<file path="src/rtl/imm_encoder_pkg.sv">
`default_nettype none
// ============================================================================
// Module      : imm_encoder_pkg
// Description : Shared immediate-format select codes and the S1 payload type
//               used by the immediate encoder (and matching the codes used by
//               the immediate generator).
// Revision    : 1.0 - initial release
// ============================================================================
package imm_encoder_pkg;

  localparam int unsigned c_imm_sel_w = 5;

  // Format codes; 6..31 are illegal.
  typedef enum logic [c_imm_sel_w-1:0] {
    IMM_S      = 5'd0,
    IMM_B      = 5'd1,
    IMM_U      = 5'd2,
    IMM_J      = 5'd3,
    IMM_I      = 5'd4,
    IMM_I_STAR = 5'd5
  } imm_sel_e;

  // Request captured in stage 1.
  typedef struct packed {
    logic [31:0]            base;
    logic [31:0]            imm;
    logic [c_imm_sel_w-1:0] sel;
  } s1_payload_t;

endpackage
`default_nettype wire

</file>
<file path="src/rtl/imm_encoder_if.sv">
`default_nettype none
// ============================================================================
// Module      : imm_encoder_if
// Description : Request/result handshake bundle of the immediate encoder.
//   master : instruction builder side (drives requests, accepts results)
//   slave  : encoder side
//   in_valid/in_ready/in_base/in_imm/in_imm_sel : request channel
//   out_valid/out_ready/out_inst/out_err        : result channel
//   err_cnt                                     : saturating error count
// Revision    : 1.0 - initial release
// ============================================================================
interface imm_encoder_if;
  logic        in_valid;
  logic        in_ready;
  logic [31:0] in_base;
  logic [31:0] in_imm;
  logic [4:0]  in_imm_sel;
  logic        out_valid;
  logic        out_ready;
  logic [31:0] out_inst;
  logic        out_err;
  logic [15:0] err_cnt;

  modport master (
    output in_valid, in_base, in_imm, in_imm_sel, out_ready,
    input  in_ready, out_valid, out_inst, out_err, err_cnt
  );

  modport slave (
    input  in_valid, in_base, in_imm, in_imm_sel, out_ready,
    output in_ready, out_valid, out_inst, out_err, err_cnt
  );
endinterface
`default_nettype wire

</file>
<file path="src/rtl/imm_encoder_imm_pack.sv">
`default_nettype none
// ============================================================================
// Module      : imm_pack
// Description : Combinational packer: scatters an immediate into the bit
//               positions of the selected RISC-V format; all other bits come
//               from the base word. Illegal selects return the base word.
//   base : base instruction word
//   imm  : full-width immediate
//   sel  : format code
//   inst : packed instruction
// Revision    : 1.0 - initial release
// ============================================================================
module imm_pack
  import imm_encoder_pkg::*;
(
  input  logic [31:0]            base,
  input  logic [31:0]            imm,
  input  logic [c_imm_sel_w-1:0] sel,
  output logic [31:0]            inst
);

  always_comb begin
    inst = base;
    case (sel)
      IMM_S:      inst = {imm[11:5], base[24:12], imm[4:0], base[6:0]};
      IMM_B:      inst = {imm[12], imm[10:5], base[24:12], imm[4:1], imm[11], base[6:0]};
      IMM_U:      inst = {imm[31:12], base[11:0]};
      IMM_J:      inst = {imm[20], imm[10:1], imm[11], imm[19:12], base[11:0]};
      IMM_I:      inst = {imm[11:0], base[19:0]};
      // Shift-immediate: funct7 in [31:25] stays from the base word.
      IMM_I_STAR: inst = {base[31:25], imm[4:0], base[19:0]};
      default:    inst = base;
    endcase
  end

endmodule
`default_nettype wire

</file>
<file path="src/rtl/imm_encoder.sv">
`default_nettype none
// ============================================================================
// Module      : imm_encoder
// Description : Two-stage valid/ready immediate encoder (inverse of the
//               immediate generator). Stage 1 captures the request and
//               evaluates the range check; stage 2 holds the packed word.
//   clk   : clock, rising edge
//   rst_n : asynchronous active-low reset
//   bus   : imm_encoder_if.slave (request, result, err_cnt)
// Configuration : IMM_ENC_RANGE_CHECK_EN enables the range check, illegal-
//                 select detection and the saturating error counter; when
//                 undefined out_err and err_cnt are tied to zero.
// Revision    : 1.0 - initial release
// ============================================================================
module imm_encoder
  import imm_encoder_pkg::*;
(
  input  logic          clk,
  input  logic          rst_n,
  imm_encoder_if.slave  bus
);

  logic        r_s1_valid;
  s1_payload_t r_s1;
  logic        r_s2_valid;
  logic [31:0] r_s2_inst;
  logic        w_s2_load;
  logic        w_s1_adv;
  logic        w_in_ready;
  logic [31:0] w_packed;

  // S2 takes new data whenever it is empty or its content is leaving now;
  // this lets a full pipeline accept and emit in the same cycle.
  assign w_s2_load  = !r_s2_valid || bus.out_ready;
  assign w_s1_adv   = r_s1_valid && w_s2_load;
  assign w_in_ready = !r_s1_valid || w_s1_adv;

  imm_pack u_imm_pack (
    .base (r_s1.base),
    .imm  (r_s1.imm),
    .sel  (r_s1.sel),
    .inst (w_packed)
  );

  always_ff @(posedge clk or negedge rst_n) begin
    if (!rst_n) begin
      r_s1_valid <= 1'b0;
      r_s1       <= '0;
    end else if (w_in_ready) begin
      r_s1_valid <= bus.in_valid;
      if (bus.in_valid) begin
        r_s1.base <= bus.in_base;
        r_s1.imm  <= bus.in_imm;
        r_s1.sel  <= bus.in_imm_sel;
      end
    end
  end

  always_ff @(posedge clk or negedge rst_n) begin
    if (!rst_n) begin
      r_s2_valid <= 1'b0;
      r_s2_inst  <= '0;
    end else if (w_s2_load) begin
      r_s2_valid <= r_s1_valid;
      if (r_s1_valid) begin
        r_s2_inst <= w_packed;
      end
    end
  end

  assign bus.in_ready  = w_in_ready;
  assign bus.out_valid = r_s2_valid;
  assign bus.out_inst  = r_s2_inst;

`ifdef IMM_ENC_RANGE_CHECK_EN
  logic        w_s1_err;
  logic        r_s2_err;
  logic [15:0] r_err_cnt;

  // Sign-extension checks: the dropped upper bits must all equal the top
  // representable bit; B/J also require an even offset.
  always_comb begin
    w_s1_err = 1'b1;
    case (r_s1.sel)
      IMM_I, IMM_S: w_s1_err = !((&r_s1.imm[31:11]) || !(|r_s1.imm[31:11]));
      IMM_B:        w_s1_err = !((&r_s1.imm[31:12]) || !(|r_s1.imm[31:12])) || r_s1.imm[0];
      IMM_J:        w_s1_err = !((&r_s1.imm[31:20]) || !(|r_s1.imm[31:20])) || r_s1.imm[0];
      IMM_U:        w_s1_err = |r_s1.imm[11:0];
      IMM_I_STAR:   w_s1_err = |r_s1.imm[31:5];
      default:      w_s1_err = 1'b1;
    endcase
  end

  always_ff @(posedge clk or negedge rst_n) begin
    if (!rst_n) begin
      r_s2_err <= 1'b0;
    end else if (w_s2_load && r_s1_valid) begin
      r_s2_err <= w_s1_err;
    end
  end

  always_ff @(posedge clk or negedge rst_n) begin
    if (!rst_n) begin
      r_err_cnt <= '0;
    end else if (r_s2_valid && bus.out_ready && r_s2_err && (r_err_cnt != 16'hFFFF)) begin
      r_err_cnt <= r_err_cnt + 16'd1;
    end
  end

  assign bus.out_err = r_s2_err;
  assign bus.err_cnt = r_err_cnt;
`else
  assign bus.out_err = 1'b0;
  assign bus.err_cnt = 16'd0;
`endif

endmodule
`default_nettype wire
</file>
<file path="src/flat_wrapper.sv">
// flat-port wrapper written by rule: the top's interface ports become plain ports
module imm_encoder_flat import imm_encoder_pkg::*;
  (clk, rst_n, bus_in_valid, bus_in_base, bus_in_imm, bus_in_imm_sel, bus_out_ready, bus_in_ready, bus_out_valid, bus_out_inst, bus_out_err, bus_err_cnt);
  imm_encoder_if bus_i ();
  input  logic clk;
  input  logic rst_n;
  input wire logic [$bits(bus_i.in_valid)-1:0] bus_in_valid;
  input wire logic [$bits(bus_i.in_base)-1:0] bus_in_base;
  input wire logic [$bits(bus_i.in_imm)-1:0] bus_in_imm;
  input wire logic [$bits(bus_i.in_imm_sel)-1:0] bus_in_imm_sel;
  input wire logic [$bits(bus_i.out_ready)-1:0] bus_out_ready;
  output wire logic [$bits(bus_i.in_ready)-1:0] bus_in_ready;
  output wire logic [$bits(bus_i.out_valid)-1:0] bus_out_valid;
  output wire logic [$bits(bus_i.out_inst)-1:0] bus_out_inst;
  output wire logic [$bits(bus_i.out_err)-1:0] bus_out_err;
  output wire logic [$bits(bus_i.err_cnt)-1:0] bus_err_cnt;
  assign bus_i.in_valid = bus_in_valid;
  assign bus_i.in_base = bus_in_base;
  assign bus_i.in_imm = bus_in_imm;
  assign bus_i.in_imm_sel = bus_in_imm_sel;
  assign bus_i.out_ready = bus_out_ready;
  assign bus_in_ready = bus_i.in_ready;
  assign bus_out_valid = bus_i.out_valid;
  assign bus_out_inst = bus_i.out_inst;
  assign bus_out_err = bus_i.out_err;
  assign bus_err_cnt = bus_i.err_cnt;
  imm_encoder u_core (.clk(clk), .rst_n(rst_n), .bus(bus_i));
endmodule
</file>
<file path="config.mk">
export PLATFORM = sky130hd
export DESIGN_NAME = imm_encoder_flat
export DESIGN_NICKNAME = d
export VERILOG_FILES = /design/src/rtl/imm_encoder_pkg.sv /design/src/rtl/imm_encoder_if.sv /design/src/rtl/imm_encoder_imm_pack.sv /design/src/rtl/imm_encoder.sv /design/src/flat_wrapper.sv
export SDC_FILE = /design/constraint.sdc
export NUM_CORES = 1
export LEC_CHECK = 0
export CORE_ASPECT_RATIO = 1.25
export CORE_UTILIZATION = 45
export CTS_CLUSTER_SIZE = 30
export DETAILED_ROUTE_END_ITERATION = 10
export GPL_TIMING_DRIVEN = 0
export PLACE_DENSITY = 0.75
export SLEW_MARGIN = 30
export SYNTH_ARGS = -nofsm -noshare
export SYNTH_HDL_FRONTEND = slang
export SYNTH_HIERARCHICAL = 1
export SYNTH_SLANG_ARGS = --single-unit
export TNS_END_PERCENT = 30
</file>
<file path="constraint.sdc">
create_clock -name clk -period 4.7 [get_ports clk]
set_input_delay 0.47 -clock clk [delete_from_list [all_inputs] [get_ports clk]]
set_output_delay 0.47 -clock clk [all_outputs]
set_load 0.01 [all_outputs]
</file>
==> run_results.csv <==
group,metric,value,unit
finish,num-fill-cells,816,
timing,skew,6.46,ps
finish,seq_area,2580,um^2
timing,fmax,0.470,GHz
drt,wl_per_cell,16.7,um
die,row_count,41,
synth,syn-instance-count,310,
timing,period_share,0.453,
die,core_region_area,10200,um^2
drt,drt-total-wl,9.62,mm
run_status,outcome,"completed",
synth,syn_avg_cell_area,15.3,um^2
timing,period_needed,2130,ps
drt,drt_pass1_iterations,4,
grt,grt_use_total,0.191,
drt,vias_per_cell,4.95,
grt,grt_pass1_wl,15.5,mm
die,ios,124,
timing,fin_ws,2570,ps
cts,clockBufferDepth,2,
drt,wl_met1,3.91,mm
critical_path,critPathKind,"primary input to primary output",
finish,diodes,0,
pwr,powerDensity,416,nW/um^2
placed_design,place_ws,2550,ps
timing,max_slew_margin,0.643,
cts,cts_tree,"yes",
die,fp.dieW,93.8,um
critical_path,end_kind,"primary output",
synth,ys_seq_area_frac,0.544,
cts,clock-sinks,103,
critical_path,crit_path_start_kind,"primary input",
placed_design,dp_hpwl,6.94,mm
timing,setup_viol,0,
drt,wl_met2,5.08,mm
synth,yosysUniqueCellTypes,30,
finish,multi_input_area,1890,um^2
finish,syn_to_final_growth,34.3,%
cts,cts_buffers,9,
cts,cts_setup_buffers,0,
pwr,ir_drop,0.237,mV
timing,fin_tns_setup,0,ps
grt,grt_start_max_net_pins,56,
timing,maxSlewViolCount,0,
drt,num_vias,2855,
die,die_area,10900,um^2
synth,yosysWarningCount,6,
grt,antenna_found_initial,0,
min_path,hp-class,"primary input to asynchronous set/reset pin",
cts,cts_resized,0,
drt,dr.max_layer_used,"met4",
pwr,p_leak,0.00275,uW
timing,rsz0062_at_grt,"false",
placed_design,io_buffers,106,
drt,drc,0,
critical_path,worstPathArrival,1660,ps
timing,hold_ws,76.1,ps
critical_path,worst_r2r_endpoint,"u_core/bus.out_inst[31]",
timing,worst_pin_slew,531,ps
cts,clk_pin_slew_worst_paths,60,ps
drt,drtAntennaViolNets,0,
critical_path,reg2reg_from,"u_core/r_s1[4]",
critical_path,rrSetupSlack,2750,ps
drt,first_iter_violations,71,
timing,hold_viol_final,0,
critical_path,r2r_cells,4,
grt,grt-ovfl-total,0,
cts,cts-root-buf,"clkbuf_16",
cts,clock_latency,330,ps
synth,synth-seq-cells,103,
finish,layout-drive-gt1-share,0.411,
die,start_util,0.466,
critical_path,critPathMaxFanout,3,
flow_run,drv_cap,0,
placed_design,gp_routability_congestion,0.727,
drt,met3_length,480,um
synth,synthesis.area,4740,um^2
finish,fin_nets,517,
critical_path,worstPathRequired,4230,ps
cts,hold_buffers,0,
grt,grt_pass1_vias,3092,
die,die_h,117,um
cts,cts-htree-levels,3,
==> kinds of logic (layout without fill, tap and decap cells) <==
group           count (synthesis)  in the layout  share of synthesized area
other cells                     1             17                   0.000792
flops                         103            103                      0.544
mux                           116            116                      0.290
buf+inv                        40            162                     0.0690
compound gates                 18             18                     0.0338
xor+xnor                        1              1                    0.00185
simple gates                   31             31                     0.0608
==> worst max-delay path: stages <==
cell and delay [ps]:
clkdlybuf4s50_1 470, nand3b_4 150, clkdlybuf4s50_1 560
==> flip-flops by register name (all words and copies together), names as in the netlist <==
| signal | flops |
|---|---|
| u_core/bus.out_valid | 1 |
| u_core/bus.out_inst | 32 |
| u_core/r_s1_valid | 1 |
| u_core/r_s1 | 69 |
==> routing by layer <==
layer / vias to the layer above / track usage
li1: 1336 / -
met1: 1432 / 0.233
met2: 76 / 0.332
met3: 11 / 0.0404
met4: 0 / 0.0728
met5: - / 0
==> report_power, final <==
part | internal [uW] | switching [uW] | leakage, uW
clock | 479 | 300 | 0.000149
combinational | 459 | 251 | 0.00140
sequential | 1060 | 97.2 | 0.00120
total | 2000 | 648 | 0.00275
==> final cells by class <==
| cell class | count | area share |
|---|---|---|
| Multi-Input combinational cell | 183 | 0.297 |
| Clock inverter | 3 | 0.0106 |
| Tap cell | 129 | 0.0254 |
| Timing Repair Buffer | 107 | 0.171 |
| Buffer | 40 | 0.0513 |
| Sequential cell | 103 | 0.405 |
| Clock buffer | 12 | 0.0387 |
==> worst max-delay path by stage <==
stage	start	endpoint	slack [ps]	depth (start not counted)
floorplan	u_core/r_s1[2]	u_core/bus.out_inst[12]	2890	5
global placement	rst_n	u_core/r_s1[42]	-700	1
detailed placement	bus_out_ready	bus_in_ready	2550	3
CTS	bus_out_ready	bus_in_ready	2550	3
global route	bus_out_ready	bus_in_ready	2530	3
finish	bus_out_ready	bus_in_ready	2570	3
==> Yosys cell counts (all sizes together) <==
cell    count  area share
nor3b      11       0.029
or4b        1      0.0029
a221o      10       0.021
nand3b      2      0.0058
a21oi       1      0.0011
nand2b      4      0.0053
conb        1     0.00079
o221ai      1      0.0018
dfrtp     103        0.54
nor4        1      0.0045
nand2       5      0.0055
a21boi      1      0.0016
nor2        3      0.0024
o21ai       1      0.0011
mux2      114        0.29
a211o       1      0.0018
o21a        1      0.0016
xor2        1      0.0018
mux2i       2      0.0042
and3        2      0.0026
nor2b       2      0.0026
a2111o      1      0.0024
a31oi       1      0.0013
buf        40       0.069
==> placed cells by master, fill, tap and decap left out, types with 3 or more instances in the layout <==
master             n
nand2_1            4
nor3b_2           11
nor2_1             3
buf_4             32
conb_1            17
clkdlybuf4s50_1  105
mux2_2            96
buf_6              6
clkbuf_16          9
dfrtp_1          103
a221o_1           10
mux2_4            18
nand2b_1           4
==> through the flow <==
stage / instance area [um^2] / utilization / cells / power [uW]
global route: 6360 / 0.626 / 577 / 2780
global placement: 6020 / 0.593 / 561 / 1870
finish: 6360 / 0.626 / 577 / 2650
floorplan: 4800 / - / 326 / 1550
detailed placement: 6050 / 0.595 / 562 / 1890
CTS: 6360 / 0.626 / 577 / 2690
Note: power is estimated with default switching activity, not from simulation.
